==> src/rtl/param_op_fifo_pkg.sv <==
// param_op_fifo shared definitions.
// Operation mode encodings sampled with each write.
package param_op_fifo_pkg;

    localparam logic [1:0] MODE_MUL  = 2'b00;
    localparam logic [1:0] MODE_ADD  = 2'b01;
    localparam logic [1:0] MODE_PASS = 2'b10;
    localparam logic [1:0] MODE_MAC  = 2'b11;

endpackage

==> src/rtl/op_fifo_ram.sv <==
// Simple dual-port result storage for param_op_fifo.
// Synchronous write, registered read; maps onto block RAM.
module op_fifo_ram #(
    parameter int AW = 4,
    parameter int WW = 16
) (
    input  logic          clk_i,
    input  logic          rst_i,
    input  logic          we_i,
    input  logic [AW-1:0] waddr_i,
    input  logic [WW-1:0] wdata_i,
    input  logic          re_i,
    input  logic [AW-1:0] raddr_i,
    output logic [WW-1:0] rdata_o
);

    logic [WW-1:0] mem_q [2**AW];
    logic [WW-1:0] rdata_q;

    // Write port: store one result per accepted write.
    always_ff @(posedge clk_i) begin
        if (we_i) begin
            mem_q[waddr_i] <= wdata_i;
        end
    end

    // Read port: output register holds the last word read.
    always_ff @(posedge clk_i) begin
        if (rst_i) begin
            rdata_q <= '0;
        end else if (re_i) begin
            rdata_q <= mem_q[raddr_i];
        end
    end

    assign rdata_o = rdata_q;

endmodule

==> src/rtl/param_op_fifo.sv <==
// FIFO that transforms each operand pair on write.
// Modes: multiply, add, pass-through, multiply-accumulate.
module param_op_fifo
    import param_op_fifo_pkg::*;
#(
    parameter int DW         = 8,
    parameter int DEPTH_LOG2 = 4,
    parameter int AF_MARGIN  = 2,
    parameter int AE_MARGIN  = 2
) (
    input  logic                  CLK,
    input  logic                  RST,
    input  logic                  WR,
    input  logic [1:0]            MODE,
    input  logic                  ACC_CLR,
    input  logic [2*DW-1:0]       DIN,
    input  logic                  RD,
    output logic [2*DW-1:0]       DOUT,
    output logic                  VALID,
    output logic                  EMPTY,
    output logic                  FULL,
    output logic                  AFULL,
    output logic                  AEMPTY,
    output logic [DEPTH_LOG2:0]   COUNT,
    output logic                  OVF,
    output logic                  UDF
);

    localparam int DEPTH = 1 << DEPTH_LOG2;
    localparam int RW    = 2 * DW;
    localparam int CW    = DEPTH_LOG2 + 1;

    localparam logic [CW-1:0] FULL_TH = CW'(DEPTH);
    localparam logic [CW-1:0] AF_TH   = CW'(DEPTH - AF_MARGIN);
    localparam logic [CW-1:0] AE_TH   = CW'(AE_MARGIN);

    logic [DEPTH_LOG2-1:0] wr_ptr_q, wr_ptr_d;
    logic [DEPTH_LOG2-1:0] rd_ptr_q, rd_ptr_d;
    logic [CW-1:0]         count_q, count_d;
    logic [RW-1:0]         acc_q, acc_d;
    logic                  empty_q, full_q;
    logic                  afull_q, aempty_q;
    logic                  valid_q, ovf_q, udf_q;

    logic          wr_acc, rd_acc;
    logic [DW-1:0] op_a, op_b;
    logic [RW-1:0] prod, sum, acc_base, mac_val;
    logic [RW-1:0] result;

    assign wr_acc = WR && !full_q;
    assign rd_acc = RD && !empty_q;

    assign op_a     = DIN[RW-1:DW];
    assign op_b     = DIN[DW-1:0];
    assign prod     = RW'(op_a) * RW'(op_b);
    assign sum      = RW'(op_a) + RW'(op_b);
    assign acc_base = ACC_CLR ? '0 : acc_q;
    assign mac_val  = acc_base + prod;

    // Select the value stored for this write.
    always_comb begin
        result = prod;
        unique case (MODE)
            MODE_MUL:  result = prod;
            MODE_ADD:  result = sum;
            MODE_PASS: result = DIN;
            MODE_MAC:  result = mac_val;
        endcase
    end

    // Next pointers, occupancy and accumulator.
    always_comb begin
        wr_ptr_d = wr_ptr_q;
        rd_ptr_d = rd_ptr_q;
        count_d  = count_q;
        acc_d    = acc_base;
        if (wr_acc) begin
            wr_ptr_d = wr_ptr_q + 1'b1;
            if (MODE == MODE_MAC) begin
                acc_d = mac_val;
            end
        end
        if (rd_acc) begin
            rd_ptr_d = rd_ptr_q + 1'b1;
        end
        if (wr_acc && !rd_acc) begin
            count_d = count_q + 1'b1;
        end else if (rd_acc && !wr_acc) begin
            count_d = count_q - 1'b1;
        end
    end

    // State and flag registers; flags derive from the new count.
    always_ff @(posedge CLK) begin
        if (RST) begin
            wr_ptr_q <= '0;
            rd_ptr_q <= '0;
            count_q  <= '0;
            acc_q    <= '0;
            empty_q  <= 1'b1;
            full_q   <= 1'b0;
            afull_q  <= 1'b0;
            aempty_q <= 1'b1;
            valid_q  <= 1'b0;
            ovf_q    <= 1'b0;
            udf_q    <= 1'b0;
        end else begin
            wr_ptr_q <= wr_ptr_d;
            rd_ptr_q <= rd_ptr_d;
            count_q  <= count_d;
            acc_q    <= acc_d;
            empty_q  <= (count_d == '0);
            full_q   <= (count_d == FULL_TH);
            afull_q  <= (count_d >= AF_TH);
            aempty_q <= (count_d <= AE_TH);
            valid_q  <= rd_acc;
            ovf_q    <= WR && full_q;
            udf_q    <= RD && empty_q;
        end
    end

    op_fifo_ram #(
        .AW (DEPTH_LOG2),
        .WW (RW)
    ) u_ram (
        .clk_i   (CLK),
        .rst_i   (RST),
        .we_i    (wr_acc && !RST),
        .waddr_i (wr_ptr_q),
        .wdata_i (result),
        .re_i    (rd_acc && !RST),
        .raddr_i (rd_ptr_q),
        .rdata_o (DOUT)
    );

    assign VALID  = valid_q;
    assign EMPTY  = empty_q;
    assign FULL   = full_q;
    assign AFULL  = afull_q;
    assign AEMPTY = aempty_q;
    assign COUNT  = count_q;
    assign OVF    = ovf_q;
    assign UDF    = udf_q;

endmodule

==> config.mk <==
export PLATFORM = sky130hd
export DESIGN_NAME = param_op_fifo
export DESIGN_NICKNAME = d
export VERILOG_FILES = /design/src/rtl/param_op_fifo_pkg.sv /design/src/rtl/op_fifo_ram.sv /design/src/rtl/param_op_fifo.sv
export SDC_FILE = /design/constraint.sdc
export NUM_CORES = 1
export LEC_CHECK = 0
export CAP_MARGIN = 15
export CORE_AREA = 2 2 172 174
export DETAILED_ROUTE_END_ITERATION = 10
export DIE_AREA = 0 0 174 176
export HOLD_SLACK_MARGIN = 0.08
export PLACE_DENSITY = 0.84
export SYNTH_ARGS = -nofsm -noshare
export SYNTH_HDL_FRONTEND = slang
export SYNTH_HIERARCHICAL = 1
export SYNTH_SLANG_ARGS = --single-unit
==> constraint.sdc <==
create_clock -name CLK -period 17.71 [get_ports CLK]
set_clock_uncertainty 0.05 [all_clocks]
set_input_delay 1.771 -clock CLK [delete_from_list [all_inputs] [get_ports CLK]]
set_output_delay 1.771 -clock CLK [all_outputs]
set_load 0.05 [all_outputs]
==> results of run 1 <==
[cell type report]
class / instances / area (sq um) / share of cell area, %
flip-flops and latches: 308 / 8730 / 50.1
clock buffers: 40 / 807 / 4.63
well taps: 384 / 480 / 2.76
clock inverters: 12 / 138 / 0.790
multi-input cells: 781 / 6310 / 36.2
repair buffers: 79 / 726 / 4.16
inverters: 64 / 240 / 1.38
[per-layer routing]
layer  track usage, %  wire (microns)  share of wire, %
met1             30.6           14400                40
met4             8.09            1040               2.9
met3             2.30            2390               6.6
met2             42.8           18600                51
met5                0               0                 0
[through the flow]
stage	hold slack [ps]	instances	setup WS (ps)	util (%)	area (sq um)
global placement	389	1613	9500	57.6	16400
detailed placement	404	1613	9240	57.6	16400
global route	455	1668	9360	61.1	17400
finish	409	1668	9760	61.1	17400
CTS	417	1665	9800	60.9	17400
floorplan	461	1200	10620	-	15600
[cell usage in the layout (no fill, tap or decap), types with 16 or more instances in the layout]
| master | Yosys | layout |
|---|---|---|
| a22oi_1 | 50 | 50 |
| clkbuf_16 | 0 | 29 |
| o21ai_0 | 20 | 20 |
| nor2_1 | 56 | 43 |
| clkdlybuf4s50_1 | 0 | 50 |
| ha_1 | 63 | 63 |
| dfxtp_1 | 52 | 51 |
| buf_4 | 1 | 28 |
| inv_1 | 64 | 64 |
| nor2b_1 | 20 | 18 |
| xnor2_1 | 20 | 20 |
| fa_1 | 38 | 38 |
| and2_1 | 52 | 52 |
| edfxtp_1 | 256 | 256 |
| nand3_1 | 54 | 54 |
| nand2_1 | 80 | 80 |
| nor2_2 | 3 | 16 |
| xor2_1 | 18 | 18 |
| mux2i_1 | 134 | 134 |
| a21oi_1 | 48 | 48 |
[report_power, final]
group          leakage [nW]  total [W]  internal (W)  switching [W]
Clock                 0.461   0.000616      0.000360       0.000256
Combinational          2.95   0.000665      0.000229       0.000437
Sequential             2.74   0.000908      0.000890      0.0000180
[how the worst min path moves through the flow]
stage / slack, ps / to / start / cells past startpoint
after floorplan: 460 / rd_ptr_q[1] / rd_ptr_q[1] / 2
after global routing: 450 / u_ram/rdata_o[14] / u_ram/rdata_o[14] / 2
final: 410 / u_ram/rdata_o[11] / u_ram/rdata_o[11] / 2
after global placement: 390 / u_ram/rdata_o[10] / u_ram/rdata_o[10] / 2
after detailed placement: 400 / u_ram/rdata_o[11] / u_ram/rdata_o[11] / 2
after CTS: 420 / u_ram/rdata_o[11] / u_ram/rdata_o[11] / 2
[state kept, by name, indices dropped and copies added, names as in the netlist, 4 cells and up]
name           flops
COUNT              5
u_ram/rdata_o     16
acc_q             16
u_ram/mem_q      256
wr_ptr_q           4
rd_ptr_q           4
[cell families (layout without fill, tap and decap cells)]
kind of cell    Yosys count  count (layout)  share of synthesized area [%]
simple gates            313             313                           10.1
flops                   308             308                           56.1
compound gates          189             189                           8.48
mux                     138             138                           9.20
buf+inv                 111             195                           3.80
fa+ha+maj               101             101                           9.96
xor+xnor                 40              40                           2.35
[worst max-delay path, stage by stage]
cell,delay (ps)
clkdlybuf4s50_1,620
and2_1,280
fa_1,440
fa_1,490
inv_1,50
fa_1,480
fa_1,490
inv_1,40
ha_1,340
o21ai_1,100
o211a_1,230
or2_1,230
o21ai_0,210
xor2_1,220
ha_1,340
a21oi_1,250
o21bai_1,90
a21oi_1,240
o31ai_4,120
xnor2_2,170
xnor2_1,150
o21ai_1,750
==> run_results.csv, run 1 <==
group,metric,value,unit
clocking,post-cts-setup-buffers,0,
logic_synthesis,ys_warn_count,6,
logic_synthesis,synth_most_common_cell,"edfxtp_1",
sta,period_share,44.9,%
layout,n_antenna_cell,0,
logic_synthesis,synthArstFlopShare,0,%
flow_run,drv_cap,0,
power_and_ir_drop,ir_drop,67.1,uV
worst_setup_path,worstSetupPathType,"primary input to flip-flop",
die,std_cell_rows,62,
logic_synthesis,synth_area_leaders,"edfxtp_1 49%, mux2i_1 8.6%, dfxtp_1 6.7%, ha_1 5.1%, fa_1 4.9%",
sta,grt_setup_unrepaired,"false",
logic_synthesis,synth_area,15600,sq um
global_routing,overflow,0,
layout,final_nets,1386,
clocking,cts.clk_slew.worst_paths,60,ps
placed_design,dp_hpwl,22.6,mm
sta,hold_viol,0,
clocking,clkLatencyLatePin,550,ps
placed_design,place.port_buffers,50,
sta,maxSlewHeadroom,19.0,%
routing,wl_per_cell,21.8,microns
sta,max_freq,0.126,GHz
routing,drtAntennaViolNets,0,
layout,drive_gt1_share,9.50,%
worst_setup_path,required,17860,ps
logic_synthesis,yosys.area.top_type,"edfxtp_1",
power_and_ir_drop,finalPower,0.00219,W
die,die_w,174,microns
logic_synthesis,avgSynthCellArea,13.0,sq um
min_path,hp-class,"flip-flop to flip-flop",
worst_setup_path,cp.arrival,8100,ps
sta,worst_pin_slew,1210,ps
worst_setup_path,r2r-start,"acc_q[0]",
routing,vias,10100,
clocking,htreeDepth,1,
power_and_ir_drop,p_leak,6.16,nW
global_routing,antenna_found_initial,0,
logic_synthesis,synth_cell_type_count,71,
logic_synthesis,synth_ff_type,"edfxtp_1",
routing,drcViolationCount,0,
layout,fillerInstances,2130,
die,start_util,54.5,%
routing,drtIter0Drc,1006,
global_routing,grt_usage,23.9,%
die,core,28500,sq um
sta,finalCriticalPeriod,7950,ps
worst_setup_path,crit_path_start_kind,"primary input",
worst_setup_path,ff2ff_setup_slack,13980,ps
worst_setup_path,cp_max_fo,16,
worst_setup_path,critPathCapture,"u_ram/mem_q[3][15]",
die,io_pins,51,
placed_design,place.gp.congestion,0.932,
clocking,post_cts_resized,0,
routing,dr.pass1.iters,5,
logic_synthesis,synth_top_cell_area_share,49.4,%
layout,syn2layout_area_growth,12.0,%
logic_synthesis,netlist_instances,1200,
clocking,numCtsBuffers,28,
global_routing,first_global_vias,10000,
worst_setup_path,reg2regPathDepth,11,
die,die_area,30600,sq um
run_status,outcome,"complete, no violations",
sta,slew_violations,0,
routing,routed_wl,36.4,mm
die,die_h,176,microns
worst_setup_path,reg2reg_to,"u_ram/mem_q[15][8]",
clocking,clockBufferDepth,3,
logic_synthesis,synth_edf_count,256,
logic_synthesis,synth_commonest_cells,"256 x edfxtp_1, 134 x mux2i_1, 80 x nand2_1",
logic_synthesis,syn_nets,1324,
routing,via_per_inst,6.03,
worst_setup_path,startpoint,"DIN[11]",
clocking,tritoncts,"built",
logic_synthesis,synth_seq_area_share,56.1,%
global_routing,grt_pass1_wl,56.3,mm
power_and_ir_drop,p_per_area,126,nW/um^2
sta,setup_tns,0,ps
logic_synthesis,synth_seq_cells,308,
sta,setup_violations,0,
clocking,cts_hold_buf,0,
global_routing,grt_max_degree,48,
worst_setup_path,end_kind,"flip-flop",
clocking,cts_sinks,308,
clocking,cts-root-buf,"clkbuf_16",
Note: power is estimated with default switching activity, not from simulation.
==> run 2: changes to the inputs <==
--- a/config.mk
+++ b/config.mk
@@ -10,7 +10,7 @@
 export DETAILED_ROUTE_END_ITERATION = 10
 export DIE_AREA = 0 0 174 176
 export HOLD_SLACK_MARGIN = 0.08
-export PLACE_DENSITY = 0.84
+export PLACE_DENSITY = 0.87
 export SYNTH_ARGS = -nofsm -noshare
 export SYNTH_HDL_FRONTEND = slang
 export SYNTH_HIERARCHICAL = 1
==> constraint.sdc (replaced) <==
create_clock -name CLK -period 6.7 [get_ports CLK]
set_clock_uncertainty 0.05 [all_clocks]
set_input_delay 0.67 -clock CLK [delete_from_list [all_inputs] [get_ports CLK]]
set_output_delay 0.67 -clock CLK [all_outputs]
set_load 0.05 [all_outputs]
==> run_results.csv, run 2 (synthesized netlist as in run 1, its figures left out) <==
group,metric,value,unit
sta,grt_setup_unrepaired,"false",
global_routing,overflow,0,
layout,final_common_cell,"edfxtp_1",
sta,hold_viol,0,
clocking,cts.clk_slew.worst_paths,60,ps
routing,drtAntennaViolNets,0,
die,io_pins,51,
routing,drcViolationCount,0,
clocking,htreeDepth,1,
layout,fin_util,62.7,%
power_and_ir_drop,ir_drop,219,uV
layout,syn2layout_area_growth,15.1,%
flow_run,drv_cap,0,
worst_setup_path,cp_max_fo,16,
min_path,hp-class,"flip-flop to flip-flop",
die,die_area,30600,sq um
layout,final_cells,1732,
sta,worst_pin_slew,1230,ps
power_and_ir_drop,power_frac_comb,34.9,%
layout,n_antenna_cell,0,
power_and_ir_drop,power_switching,0.00194,W
die,die_h,176,microns
layout,final_nets,1452,
layout,drive_gt1_share,14.2,%
routing,drtIter0Drc,988,
clocking,tritoncts,"built",
run_status,outcome,"complete, no violations",
layout,fillerInstances,2091,
sta,period_share,93.7,%
routing,dr.pass1.iters,5,
power_and_ir_drop,p_int,0.00416,W
routing,routed_wl,37.0,mm
power_and_ir_drop,sequentialPowerShare,39.3,%
die,std_cell_rows,62,
die,core,28500,sq um
routing,vias,10200,
sta,slew_violations,0,
placed_design,place.port_buffers,50,
die,start_util,54.5,%
worst_setup_path,crit_path_start_kind,"primary input",
die,die_w,174,microns
clocking,clkLatencyLatePin,550,ps
placed_design,dp_hpwl,23.7,mm
global_routing,grt_usage,24.3,%
placed_design,dp_slack,-344,ps
routing,via_per_inst,5.90,
routing,wl_per_cell,21.4,microns
global_routing,antenna_found_initial,0,
worst_setup_path,required,6910,ps
clocking,post-cts-setup-buffers,0,
clocking,numCtsBuffers,27,
global_routing,grt_pass1_wl,57.8,mm
clocking,clockBufferDepth,3,
placed_design,place.gp.congestion,0.851,
power_and_ir_drop,finalPower,0.00610,W
sta,setup_violations,0,
power_and_ir_drop,p_leak,6.47,nW
clocking,cts_sinks,308,
global_routing,first_global_vias,10500,
sta,finalCriticalPeriod,6280,ps
sta,max_freq,0.159,GHz
sta,fin_hold_ws,401,ps
worst_setup_path,end_kind,"flip-flop",
worst_setup_path,worstSetupPathType,"primary input to flip-flop",
placed_design,dp_cells,1679,
sta,maxSlewHeadroom,17.9,%
power_and_ir_drop,switching_share,31.8,%
layout,layout_common_cells,"256 x edfxtp_1, 134 x mux2i_1, 93 x buf_4",
worst_setup_path,cp.arrival,6490,ps
sta,setup_ws,419,ps
layout,regMostFlops,"u_ram/mem_q",
global_routing,grt_max_degree,49,
clocking,cts-root-buf,"clkbuf_16",
layout,largest_reg_flops,256,
power_and_ir_drop,p_per_area,341,nW/um^2
power_and_ir_drop,power.share.clock,25.9,%
run 2: cell count changes in the layout (fill, tap and decap cells not counted), moves of 2 or more:
| cell | change |
|---|---|
| buf_8 | +2 |
| clkbuf_16 | -2 |
| clkinv_2 | +5 |
| clkbuf_1 | -3 |
| clkbuf_8 | -3 |
| buf_4 | +65 |
run 2: power groups by stage:
stage / logic (W) / registers (W) / clock network, W
2_1_floorplan: 0.00115 / 0.00252 / 0
3_3_place_gp: 0.00204 / 0.00243 / 0
3_5_place_dp: 0.00209 / 0.00244 / 0
4_1_cts: 0.00210 / 0.00240 / 0.00159
5_1_grt: 0.00235 / 0.00240 / 0.00166
6_report: 0.00213 / 0.00240 / 0.00158
run 2: final cells by class:
cell class / count / area [sq um] / area share [%]
clock buffers: 32 / 704 / 3.94
repair buffers: 146 / 1240 / 6.95
clock inverters: 17 / 189 / 1.06
inverters: 64 / 240 / 1.34
flip-flops and latches: 308 / 8730 / 48.8
well taps: 384 / 480 / 2.68
multi-input cells: 781 / 6310 / 35.3
run 2: timing repair:
item | CTS | global route
resized for setup | 0 | 1
setup endpoints to repair | 0 | 16
endpoints found under the hold margin | 0 | 0
hold buffers | 0 | 0
run 2: worst max-delay path: stages:
cell and delay [ps]:
clkdlybuf4s50_1 620, ha_1 250, fa_1 460, fa_1 510, fa_1 490, inv_1 50
fa_1 470, inv_1 40, ha_1 320, o21a_1 130, o21ai_0 90, or2_1 260
o21ai_0 230, xor2_1 220, ha_1 290, a21oi_1 220, o21bai_1 90, a21oi_1 240
o31ai_4 120, xnor2_2 150, xnor2_1 140, o21ai_2 420
run 2: per-stage QoR:
step	instance area (sq um)	TNS, ps
2_1_floorplan	15600	0
3_3_place_gp	16900	-2470
3_5_place_dp	16900	-12850
4_1_cts	17800	0
5_1_grt	17900	0
6_report	17900	0
run 2: final timing paths:
path / start / to / slack [ps] / cells past startpoint
hold reg to reg: u_ram/rdata_o[10] / u_ram/rdata_o[10] / 400 / 2
setup / recovery: DIN[4] / u_ram/mem_q[7][15] / 420 / 22
setup reg to reg: acc_q[0] / u_ram/mem_q[15][8] / 3110 / 11
hold / removal: u_ram/rdata_o[10] / u_ram/rdata_o[10] / 400 / 2
run 2: layer usage:
metal,routed length (microns),global-route usage [%],part of all wire [%],up-vias
li1,-,-,-,4669
met1,14200,30.4,38,5042
met2,19100,43.8,51,426
met3,2840,3.12,7.7,82
met4,962,8.54,2.6,0
met5,0,0,0,-
==> run 3: changes to the inputs <==
--- a/config.mk
+++ b/config.mk
@@ -10,7 +10,7 @@
 export DETAILED_ROUTE_END_ITERATION = 10
 export DIE_AREA = 0 0 174 176
 export HOLD_SLACK_MARGIN = 0.08
-export PLACE_DENSITY = 0.87
+export PLACE_DENSITY = 0.78
 export SYNTH_ARGS = -nofsm -noshare
 export SYNTH_HDL_FRONTEND = slang
 export SYNTH_HIERARCHICAL = 1
==> run_results.csv, run 3 (synthesized netlist as in run 1, its figures left out) <==
group,metric,value,unit
run_status,outcome,"complete, no violations",
placed_design,place.gp.congestion,0.902,
min_path,hp-class,"flip-flop to flip-flop",
global_routing,first_global_vias,10200,
sta,setup_ws,357,ps
power_and_ir_drop,ir_drop,166,uV
layout,n_antenna_cell,0,
clocking,cts.clk_slew.worst_paths,60,ps
layout,layout_common_cells,"256 x edfxtp_1, 134 x mux2i_1, 98 x buf_4",
layout,multi_input_area,6300,sq um
layout,syn2layout_area_growth,16.0,%
power_and_ir_drop,p_int,0.00437,W
die,core,28500,sq um
sta,hold_viol,0,
layout,fillerInstances,2127,
power_and_ir_drop,switching_share,30.4,%
die,die_area,30600,sq um
die,std_cell_rows,62,
clocking,htreeDepth,1,
global_routing,met2_usage,42.5,%
sta,grt_setup_unrepaired,"false",
die,io_pins,51,
sta,maxSlewHeadroom,20.3,%
clocking,tritoncts,"built",
sta,slew_violations,0,
die,start_util,54.5,%
layout,drive_gt1_share,14.3,%
layout,regMostFlops,"u_ram/mem_q",
routing,drcViolationCount,0,
clocking,cts-root-buf,"clkbuf_16",
layout,final_nets,1456,
routing,drtIter0Drc,872,
routing,routed_wl,34.8,mm
global_routing,use_met1,29.1,%
routing,dr.pass1.iters,5,
power_and_ir_drop,p_leak,6.54,nW
layout,fin_util,63.2,%
global_routing,grt_pass1_wl,55.7,mm
global_routing,busiest_layer,"met2",
die,die_h,176,microns
global_routing,grt_max_degree,65,
power_and_ir_drop,power.share.clock,28.1,%
flow_run,drv_cap,0,
clocking,cts_sinks,308,
power_and_ir_drop,power_switching,0.00191,W
worst_setup_path,cp.arrival,6490,ps
placed_design,dp_slack,-383,ps
routing,drtAntennaViolNets,0,
power_and_ir_drop,p_per_area,348,nW/um^2
routing,wl_per_cell,20.0,microns
placed_design,place.port_buffers,50,
power_and_ir_drop,finalPower,0.00628,W
sta,setup_tns,0,ps
global_routing,grt_usage,23.1,%
sta,period_share,94.7,%
worst_setup_path,crit_path_start_kind,"primary input",
clocking,clockBufferDepth,3,
die,die_w,174,microns
layout,final_common_cell,"edfxtp_1",
global_routing,overflow,0,
routing,vias,10000,
power_and_ir_drop,sequentialPowerShare,38.2,%
global_routing,gr-usage-met3,2.43,%
global_routing,antenna_found_initial,0,
clocking,numCtsBuffers,29,
worst_setup_path,end_kind,"flip-flop",
routing,via_per_inst,5.78,
clocking,clkLatencyLatePin,530,ps
layout,ff_latch_area,8730,sq um
power_and_ir_drop,power_frac_comb,33.7,%
clocking,cts_hold_buf,0,
layout,largest_reg_flops,256,
sta,finalCriticalPeriod,6340,ps
sta,setup_violations,0,
sta,max_freq,0.158,GHz
worst_setup_path,cp_max_fo,16,
worst_setup_path,required,6840,ps
sta,worst_pin_slew,1190,ps
placed_design,dp_hpwl,22.8,mm
worst_setup_path,worstSetupPathType,"primary input to flip-flop",
## run 3: changes by cell type in the layout (fill, tap and decap cells not counted), sizes merged
cell / change
buf: +2
clkinv: -4
clkbuf: +5
bufinv: +3
## run 3: final timing paths
path                      from                 end  slack, ps  cells past startpoint
min reg2reg  u_ram/rdata_o[10]   u_ram/rdata_o[10]        400                      2
max reg2reg           acc_q[0]   u_ram/mem_q[4][8]       3140                     11
min          u_ram/rdata_o[10]   u_ram/rdata_o[10]        400                      2
max                     DIN[9]  u_ram/mem_q[4][14]        360                     20
## run 3: timing repair
action / 4_1_cts / 5_1_grt
resized for setup: 0 / 1
endpoints found under the setup margin: 0 / 16
setup buffers: 0 / 0
## run 3: worst max-delay path, stage by stage
cell             delay [ps]
clkdlybuf4s50_1         550
and2_1                  250
fa_1                    380
fa_1                    490
inv_1                    60
fa_1                    490
fa_1                    500
inv_1                    40
ha_1                    290
buf_4                   150
o211ai_1                260
o21ai_0                 140
xor2_1                  170
ha_1                    350
a21oi_1                 220
o21ai_0                 190
a31oi_1                 210
o211ai_1                120
xnor2_1                 170
o22ai_1                 770
## run 3: power by group through the flow
stage / clock (W) / combinational (W) / sequential, W
after floorplan: 0 / 0.00115 / 0.00252
after global placement: 0 / 0.00206 / 0.00243
after detailed placement: 0 / 0.00210 / 0.00244
after CTS: 0.00178 / 0.00211 / 0.00240
after global routing: 0.00187 / 0.00233 / 0.00240
final: 0.00177 / 0.00212 / 0.00240
## run 3: per-layer routing
metal	share of wire, %	up-vias
li1	-	4672
met1	40	4945
met2	51	368
met3	6.1	64
met4	2.4	0
met5	0	-
## run 3: final cells by class
| class | instances | share of cell area (%) |
|---|---|---|
| clock buffers | 37 | 4.41 |
| clock inverters | 16 | 1.42 |
| inverters | 64 | 1.33 |
| multi-input cells | 781 | 34.9 |
| flip-flops and latches | 308 | 48.4 |
| well taps | 384 | 2.66 |
| repair buffers | 148 | 6.85 |
## run 3: metrics by stage
stage / instance area, sq um / cells / hold WS (ps)
global placement: 17000 / 1684 / 384
finish: 18000 / 1738 / 403
global route: 18000 / 1738 / 435
detailed placement: 17000 / 1684 / 392
CTS: 18000 / 1737 / 406
floorplan: 15600 / 1200 / 461
